File: src/rtl/reg_dump_pkg.sv
// Shared widths and FSM state encoding for the register dump engine.
package reg_dump_pkg;

    localparam int DATA_W_DEF = 32;
    localparam int ADDR_W_DEF = 5;

    typedef enum logic [1:0] {
        IDLE   = 2'd0,
        READ   = 2'd1,
        HOLD   = 2'd2,
        FINISH = 2'd3
    } dumpState_t;

endpackage

File: src/rtl/reg_dump.sv
// Register dump engine: walks a register-file address range (wrapping at the
// top) and presents each word on a valid/ready output with a last flag.
module reg_dump
    import reg_dump_pkg::*;
#(
    parameter int DATA_W = DATA_W_DEF,
    parameter int ADDR_W = ADDR_W_DEF
) (
    input  logic              Clk,
    input  logic              Rst,
    input  logic              Start,
    input  logic [ADDR_W-1:0] FirstAddr,
    input  logic [ADDR_W-1:0] LastAddr,
    output logic [ADDR_W-1:0] RdAddr,
    input  logic [DATA_W-1:0] RdData,
    output logic [DATA_W-1:0] OutData,
    output logic [ADDR_W-1:0] OutAddr,
    output logic              OutValid,
    input  logic              OutReady,
    output logic              OutLast,
    output logic              Busy,
    output logic              Done
);

    dumpState_t        state;
    dumpState_t        nextState;
    logic [ADDR_W-1:0] addrCnt;
    logic [ADDR_W-1:0] endAddr;
    logic              handshake;

    // The read port always tracks the counter so it never points elsewhere.
    assign RdAddr    = addrCnt;
    assign handshake = OutValid && OutReady;

    // State register; reset overrides any pending Start.
    always_ff @(posedge Clk) begin
        if (Rst) begin
            state <= IDLE;
        end else begin
            state <= nextState;
        end
    end

    // Next-state and state-decoded status outputs.
    always_comb begin
        nextState = state;
        OutValid  = 1'b0;
        Busy      = 1'b1;
        Done      = 1'b0;
        unique case (state)
            IDLE: begin
                Busy = 1'b0;
                if (Start) begin
                    nextState = READ;
                end
            end
            READ: begin
                nextState = HOLD;
            end
            HOLD: begin
                OutValid = 1'b1;
                if (handshake) begin
                    nextState = OutLast ? FINISH : READ;
                end
            end
            FINISH: begin
                Done      = 1'b1;
                nextState = IDLE;
            end
            default: begin
                nextState = IDLE;
            end
        endcase
    end

    // Address counter, range end and captured output word.
    always_ff @(posedge Clk) begin
        if (Rst) begin
            addrCnt <= '0;
            endAddr <= '0;
            OutData <= '0;
            OutAddr <= '0;
            OutLast <= 1'b0;
        end else begin
            unique case (state)
                IDLE: begin
                    if (Start) begin
                        addrCnt <= FirstAddr;
                        endAddr <= LastAddr;
                    end
                end
                READ: begin
                    OutData <= RdData;
                    OutAddr <= addrCnt;
                    OutLast <= (addrCnt == endAddr);
                end
                HOLD: begin
                    if (handshake && !OutLast) begin
                        addrCnt <= addrCnt + 1'b1;
                    end
                end
                default: begin
                end
            endcase
        end
    end

endmodule
File: config.mk
export PLATFORM = sky130hd
export DESIGN_NAME = reg_dump
export DESIGN_NICKNAME = d
export VERILOG_FILES = /design/src/rtl/reg_dump_pkg.sv /design/src/rtl/reg_dump.sv
export SDC_FILE = /design/constraint.sdc
export NUM_CORES = 1
export LEC_CHECK = 0
export CORE_UTILIZATION = 41
export DETAILED_ROUTE_END_ITERATION = 6
export PLACE_DENSITY = 0.86
export SLEW_MARGIN = 20
export SYNTH_ARGS = -nofsm -noshare
export SYNTH_HDL_FRONTEND = slang
export SYNTH_SLANG_ARGS = --single-unit
File: constraint.sdc
create_clock -name Clk -period 1.5 [get_ports Clk]
set_input_delay 0.225 -clock Clk [delete_from_list [all_inputs] [get_ports Clk]]
set_output_delay 0.225 -clock Clk [all_outputs]
set_load 0.005 [all_outputs]
==> results of run 1 <==
==> area by class of cell <==
class                           count  area (um2)
Tap cell                           67        83.8
Clock buffer                        8         110
Sequential cell                    50        1010
Multi-Input combinational cell    166         896
Fill cell                         414        1560
Inverter                            5        18.8
Timing Repair Buffer              109        1040
==> layer usage <==
layer | GRT usage (%) | vias to the layer above
li1 | - | 987
met1 | 22.9 | 880
met2 | 33.8 | 58
met3 | 4.78 | 7
met4 | 6.10 | 0
met5 | 0 | -
==> worst min path at each step <==
stage / start / end / slack [ps] / cells after the start
after floorplan: RdData[0] / OutData[0] / 360 / 2
after global placement: OutData[30] / OutData[30] / 440 / 2
after detailed placement: OutAddr[1] / OutAddr[1] / 450 / 2
after CTS: Rst / OutLast / 250 / 3
after global routing: Rst / OutLast / 260 / 3
final: Rst / OutLast / 260 / 3
==> registers in the layout, summed over array words and instances (netlist names) <==
| register | cells |
|---|---|
| OutAddr | 5 |
| endAddr | 5 |
| RdAddr | 5 |
| OutLast | 1 |
| state | 2 |
| OutData | 32 |
==> Yosys cell counts (2+ instances only) <==
cell type / n / area [um2]
sky130_fd_sc_hd__dfxtp_1: 50 / 1000
sky130_fd_sc_hd__or2_2: 2 / 12.5
sky130_fd_sc_hd__o32ai_1: 3 / 26.3
sky130_fd_sc_hd__a2bb2oi_1: 4 / 35.0
sky130_fd_sc_hd__inv_1: 5 / 18.8
sky130_fd_sc_hd__nand2b_1: 2 / 12.5
sky130_fd_sc_hd__mux2i_1: 6 / 60.1
sky130_fd_sc_hd__xor2_1: 5 / 43.8
sky130_fd_sc_hd__clkbuf_1: 9 / 33.8
sky130_fd_sc_hd__nor3_1: 2 / 10.0
sky130_fd_sc_hd__nand2_1: 76 / 285
sky130_fd_sc_hd__or3b_2: 2 / 17.5
sky130_fd_sc_hd__nor2_1: 6 / 22.5
sky130_fd_sc_hd__nand3_1: 2 / 10.0
sky130_fd_sc_hd__buf_2: 7 / 35.0
sky130_fd_sc_hd__a21oi_1: 40 / 200
sky130_fd_sc_hd__nor4bb_1: 2 / 20.0
==> cells by family after synthesis <==
| kind of cell | count (synthesis) | synth area share [%] |
|---|---|---|
| and+or+nand+nor | 100 | 22.4 |
| AOI/OAI and AO/OA | 54 | 16.4 |
| DFF | 50 | 50.0 |
| buffers and inverters | 23 | 5.32 |
| muxes | 6 | 3.00 |
| xor gates and xnor gates | 5 | 2.19 |
| adders and majority gates | 1 | 0.625 |
==> stage by stage <==
stage                     setup WS (ps)  std cells  util (%)
after detailed placement           -124        394      63.9
after global placement             -112        394      63.9
after floorplan                     174        239         -
after CTS                          16.6        405      66.9
after global routing               5.09        405      67.0
final                              26.2        405      67.0
==> power breakdown <==
group	internal, mW	switching (mW)
Combinational	0.347	0.225
Sequential	1.41	0.0574
Clock	0.466	0.410
==> repair_timing <==
item,4_1_cts,5_1_grt
buffers inserted,3,0
gates resized for setup,12,1
endpoints found under the setup margin,8,1
endpoints found under the hold margin,0,0
==> flow_results.org, run 1 <==
** Yosys
- Post-synth EDFFs :: 0
- Yosys warns :: 0
- A synthesized cell averages 8.37 um2.
- Synthesis-stage register bit count :: 50
- Commonest register cell after synthesis :: sky130_fd_sc_hd__dfxtp_1
- Async SR Flop Fraction :: 0%
- After synthesis the cells add up to 2000 um2.
- Count of unique library cells instantiated by Yosys :: 33
- Mapped Cells :: 239
- The share of the Yosys chip area taken by registers is 50.0%.
- Synth Net Count :: 286

** Routing
- Drt total wl :: 4930 um
- Via density per instance :: ~4.8
- Number of remaining DRC errors :: 0
- Detailed-route wire length on metal 1 :: around 2200 um
- Iteration count of the initial detailed-routing pass :: 4
- In the detailed route, the total length drawn on met3 is ~270 um.
- The detailed router finished its first iteration with 60 violations.
- The routed layout has 1932 vias.
- Met2 WL post-DR :: between 2000 and 2500 um
- Final ANT Viol Nets :: 0
- After detailed routing, no signal wire sits above met4.
- Routed length per instance :: 12.2 um

** Worst setup path
- In this run the worst path has a maximum fanout of 4.
- Buffers and inverters on the worst path :: 1
- Cell breakdown of the critical path :: clkdlybuf4s50_1
- Crit path required time :: 1270 ps
- Category of the most critical setup path :: reg -> out
- The critical path starts at OutLast.
- Data arrival time at the worst-slack endpoint :: 1250 ps
- Startpoint types :: flip-flop
- On the worst path, the slowest cell contributes a delay of 530 ps.
- Measured in cells, the most critical reg-to-reg path has a length of 5.
- The endpoint identified for the worst register-to-register timing path is RdAddr[3].
- Family with the most delay on the worst path :: buffers and inverters
- Register-to-register path setup slack :: 90 ps
- STA classifies the critical path endpoint as an output pin.
- Worst Setup EP :: OutLast
- In this run the number of cells on the critical path is 1.
- The slowest stage of the critical path is the sky130_fd_sc_hd__clkdlybuf4s50_1 cell.
- The startpoint identified for the worst register-to-register timing path is state[0].

** Global route
- Maximum number of pins on one net before global-route repair :: 40
- The number of global-route vias before repair came to 1773.
- Total GRT Usage :: 19.2%
- The initial antenna violation count was 0.
- The first global-routing pass estimated 7850 um of wire.
- Summed over all layers, the global routing overflow is 0.

** STA
- Timing would allow up to 679 MHz.
- Accumulated negative setup slack :: 0 ps
- Crit share post-route :: 98.3%
- Unrepaired setup endpoints after global routing :: false
- The hold violation count in the final report was 0.
- The total count of max-transition violations in the final report was 0.
- Actual slew at the worst max-slew pin :: 407 ps
- The worst pin sits at a relative slew slack of between 70% and 80%.
- Min Tclk post-route :: 1470 ps
- Setup violations remaining at the end of the flow were counted as 0.
- Setup Skew :: 8.81 ps
- Final-layout worst hold slack :: around 260 ps

** Floorplan
- I/O pin count :: 92
- In this run the vertical extent of the chip is 71.9 um.
- Core Box Area :: 4720 um2
- The floorplan step defined a die boundary enclosing between 5000 and 6000 um2.
- Initial Utilization :: 42.4%
- In this run the horizontal extent of the chip is 71.9 um.
- The floorplan has 25 rows.

** Placed design
- Final weighted congestion in routability-driven placement :: 0.804
- Placement-stage cell area :: 3020 um2
- Once detailed placement completed, the half-perimeter wirelength came to 3490 um.
- Count of input and output buffers :: 91

** CTS
- For this design, the sink count on the clock tree is 50.
- The clock passes through at most 2 buffers.
- H-tree depth :: 2
- After clock tree synthesis, the clock-pin slew on the worst setup and hold paths is 90 ps.
- Number of buffers inserted by hold repair at cts :: 0
- Clk_lat worst skew :: 290 ps
- Clk root buf :: sky130_fd_sc_hd__clkbuf_8
- Clock tree synthesis inserted a total of 5 buffers.
- TritonCTS clock tree :: yes

** Worst hold path
- Path type of the worst min-delay path :: in -> reg

** Pwr
- Across the VDD grid, the largest voltage drop is 496 uV.
- For this design the ratio of total power to cell area is 921 nW/um2.
- For this design the static power due to leakage is 1.22 nW.
- The design draws 2.91 mW.

** Status
- Status :: complete, no violations

** Cells and area
- Count of nets after finishing :: 384
- 0 antenna diodes ended up in the layout.
- Leaving out fill and tap cells, the most frequent cells in the layout are sky130_fd_sc_hd__clkdlybuf4s50_1, sky130_fd_sc_hd__nand2_1, sky130_fd_sc_hd__dfxtp_1, sky130_fd_sc_hd__a21oi_1, sky130_fd_sc_hd__buf_4.
- Cells with a size suffix above 1 make up 13.0% of the layout.
- Final Cell Area :: approximately 3200 um2
- Relative to the synthesized area, the layout overhead comes to 58.1%.
- Most common library cell in the layout ignoring fill and taps :: sky130_fd_sc_hd__clkdlybuf4s50_1

** Run
- Count of maximum capacitance violations :: 0
Note: power is estimated with default switching activity, not from simulation.
==> run 2, diff against run 1 <==
Settings changed: CORE_MARGIN set to 2.
==> run 2 against run 1 <==
Against the previous run: global-route usage shrank 0.46 points; clock power grew 1%; utilization grew 1.1 points; sequential power is essentially flat; die area grew 5.6%; non-clock buffer count grew 3; register-to-register slack lost 80 ps; combinational power grew 4.7%; cell area grew 1.7%; first-iteration DRC count grew 28%; critical endpoint is now OutLast.
==> flow_results.org, run 2 (synthesis gave the netlist of run 1 again) <==
** Status
- The flow ran to the end, and the final reports show no timing, DRC or antenna violations.

** Floorplan
- The row count came to 25 (unchanged).
- Core Box Area :: 4720 um2 (unchanged)
- Initial Utilization :: 42.4% (unchanged)
- The floorplan die height came to 73.9 um (+2.8%).
- Die width :: 73.9 um (+2.8%)
- The overall die area is 5450 um2 (+5.6%).
- I/O pin count :: 92 (unchanged)

** STA
- Setup repair after global routing could not meet its margin everywhere.
- The count of endpoints failing setup in the final report came to 0 (unchanged).
- Actual slew at the worst max-slew pin :: 397 ps (-10.3 ps)
- Count of final max-slew check failures :: 0 (unchanged)
- The shortest clock period the worst path allows after layout came to 1490 ps (+20.8 ps).
- Highest clock rate :: 669 MHz (-1.4%)
- The headroom to the max-slew limit came to 73.5% (+0.69 points).
- The final worst-path cycle share is 99.6% (+1.4 points).
- Final-layout worst hold slack :: 272 ps (+11.4 ps)
- The worst-case clock skew was 6.47 ps (-2.34 ps).
- The hold violation count in the final report was 0 (unchanged).
- The setup slack after layout came to 5.37 ps (-20.8 ps).

** Pwr
- Switch share :: 24.2% (+0.39 points)
- The net switching power was 0.713 mW (+2.9%).
- The leakage power figure was 1.23 nW (+0.62%).
- The total power consumption of the routed design came to 2.95 mW (+1.2%).
- The share of power burned in registers came to 49.7% (-0.6 points).
- The fraction of power consumed by the clock network is 30.0% (about the same).
- Maximum ir drop on the vdd rail :: 593 uV (+20%)
- Relative contribution of combinational cells to total power :: 20.3% (+0.6 points)
- The cell-internal power was 2.24 mW (+0.72%).
- The power per cell area was 916 nW/um2 (-0.46%).

** Cells and area
- Number of non-filler instances in the completed layout :: 408 (+0.74%)
- Area Growth Syn to Fin :: 60.8%
- Commonest cells after routing, fill and taps aside :: sky130_fd_sc_hd__clkdlybuf4s50_1, sky130_fd_sc_hd__nand2_1, sky130_fd_sc_hd__dfxtp_1, sky130_fd_sc_hd__a21oi_1, sky130_fd_sc_hd__buf_4
- Leaving out fill and tap cells, the most frequent cell in the layout is sky130_fd_sc_hd__clkdlybuf4s50_1.
- Max FFs per register :: 32 (unchanged)
- Count of nets after finishing :: 387 (+0.78%)
- Biggest register :: OutData
- Antenna diode instance count :: 0 (unchanged)
- Share of layout cells above drive strength 1 :: 14.1% (+1.1 points)

** Routing
- Iteration count of the initial detailed-routing pass :: 4 (unchanged)
- Number of DRC violations after detailed-routing iteration 0 :: 77 (+28%)
- Total via count after detailed routing :: 1970 (+2.0%)
- Via density per instance :: 4.83 (+1.2%)
- Number of remaining DRC errors :: 0 (unchanged)
- The final antenna-violating net count came to 0 (unchanged).
- The total wirelength of the detailed-routed design is 5220 um (+5.7%).
- The average wire per cell in the routed design came to 12.8 um (+4.9%).

** CTS
- TritonCTS clock tree :: yes
- Number of buffers added by the clock tree synthesis step :: 5 (unchanged)
- Clk_lat worst skew :: 300 ps (about the same)
- The CTS H-tree depth was 2 (unchanged).
- Clk root buf :: sky130_fd_sc_hd__clkbuf_8
- Maximum number of buffers from clock root to sink :: 2 (unchanged)
- The clock input transition at the sequential cells of the worst setup and hold paths was 90 ps (about the same).
- The TritonCTS sink count is 50 (unchanged).
- The quantity of hold-fixing buffers added after cts was 0 (unchanged).

** Run
- Count of maximum capacitance violations :: 0 (unchanged)

** Placed design
- The placed wire-length estimate after detailed placement is 3680 um (+5.5%).
- The number of cells in the design after placement came to 392 (-0.51%).
- Count of input and output buffers :: 91 (unchanged)
- The setup slack after placement was -190 ps (-66.6 ps).
- The routability-driven placement congestion ratio came to 0.846 (+5.2%).

** Worst setup path
- Crit path required time :: 1700 ps (+430 ps)
- Max FO, Critical Path :: 7 (+3)
- Startpoint types :: flip-flop
- Category of the most critical setup path :: reg -> reg
- The worst path arrival time is 1700 ps (+450 ps).
- The worst setup path is captured at a flip-flop.

** Global route
- The number of global-route vias before repair came to 1730 (-2.4%).
- Global route total overflow :: 0 (unchanged)
- Total GRT Usage :: 18.7% (-0.46 points)
- Global-route wire length before repair :: 7910 um (+0.70%)
- The initial antenna violation count is 0 (unchanged).
- The largest net degree at the start of global routing was 40 (unchanged).

** Worst hold path
- The path class of the tightest hold or removal check is in -> reg.
==> run 2: layout make-up <==
type / instances / area [um2]
flip-flops and latches: 50 / 1020
fillers: 403 / 1510
inverters: 5 / 18.8
multi-input cells: 166 / 912
repair buffers: 112 / 1080
clock buffers: 8 / 110
well taps: 67 / 83.8
==> run 2: path summary, 6_finish.rpt <==
check / from / to / slack [ps] / depth (start not counted)
setup / recovery: state[1] / OutLast / 5 / 4
hold / removal: Rst / OutLast / 270 / 3
setup reg to reg: state[1] / OutLast / 5 / 4
hold reg to reg: OutData[12] / OutData[12] / 460 / 2
==> run 2: power groups by stage <==
stage                     Sequential (mW)  Clock (mW)  Combinational (mW)
final                                1.46       0.885               0.599
after global routing                 1.47       0.951               0.652
after CTS                            1.46       0.903               0.587
after detailed placement             1.50           0               0.565
after global placement               1.50           0               0.555
after floorplan                      1.49           0               0.243
==> run 2: critical path: stages (launching register included) <==
cell                       delay (ps)
sky130_fd_sc_hd__dfxtp_4          360
sky130_fd_sc_hd__buf_6            130
sky130_fd_sc_hd__nand2b_4         140
sky130_fd_sc_hd__or4_4            510
sky130_fd_sc_hd__o41ai_2          270
==> run 2: per-stage QoR <==
step	utilization (%)	TNS, ps	instance area, um2
6_report	68.1	0	3220
5_1_grt	68.1	-65.5	3220
3_3_place_gp	63.8	-513	3020
4_1_cts	67.0	-89.3	3170
2_1_floorplan	-	0	2000
3_5_place_dp	63.8	-947	3020
==> run 2: timing repair <==
action	CTS	global route
setup buffers	4	5
setup endpoints to repair	9	46
pin swaps	0	1
gates resized for setup	11	5
hold endpoints to repair	0	0
==> run 2: metal layers <==
| layer | part of all wire, % | vias to the layer above | track usage, % |
|---|---|---|---|
| li1 | - | 994 | - |
| met1 | 44 | 887 | 23.9 |
| met2 | 47 | 79 | 30.8 |
| met3 | 7.4 | 10 | 5.90 |
| met4 | 1.3 | 0 | 4.65 |
| met5 | 0 | - | 0 |
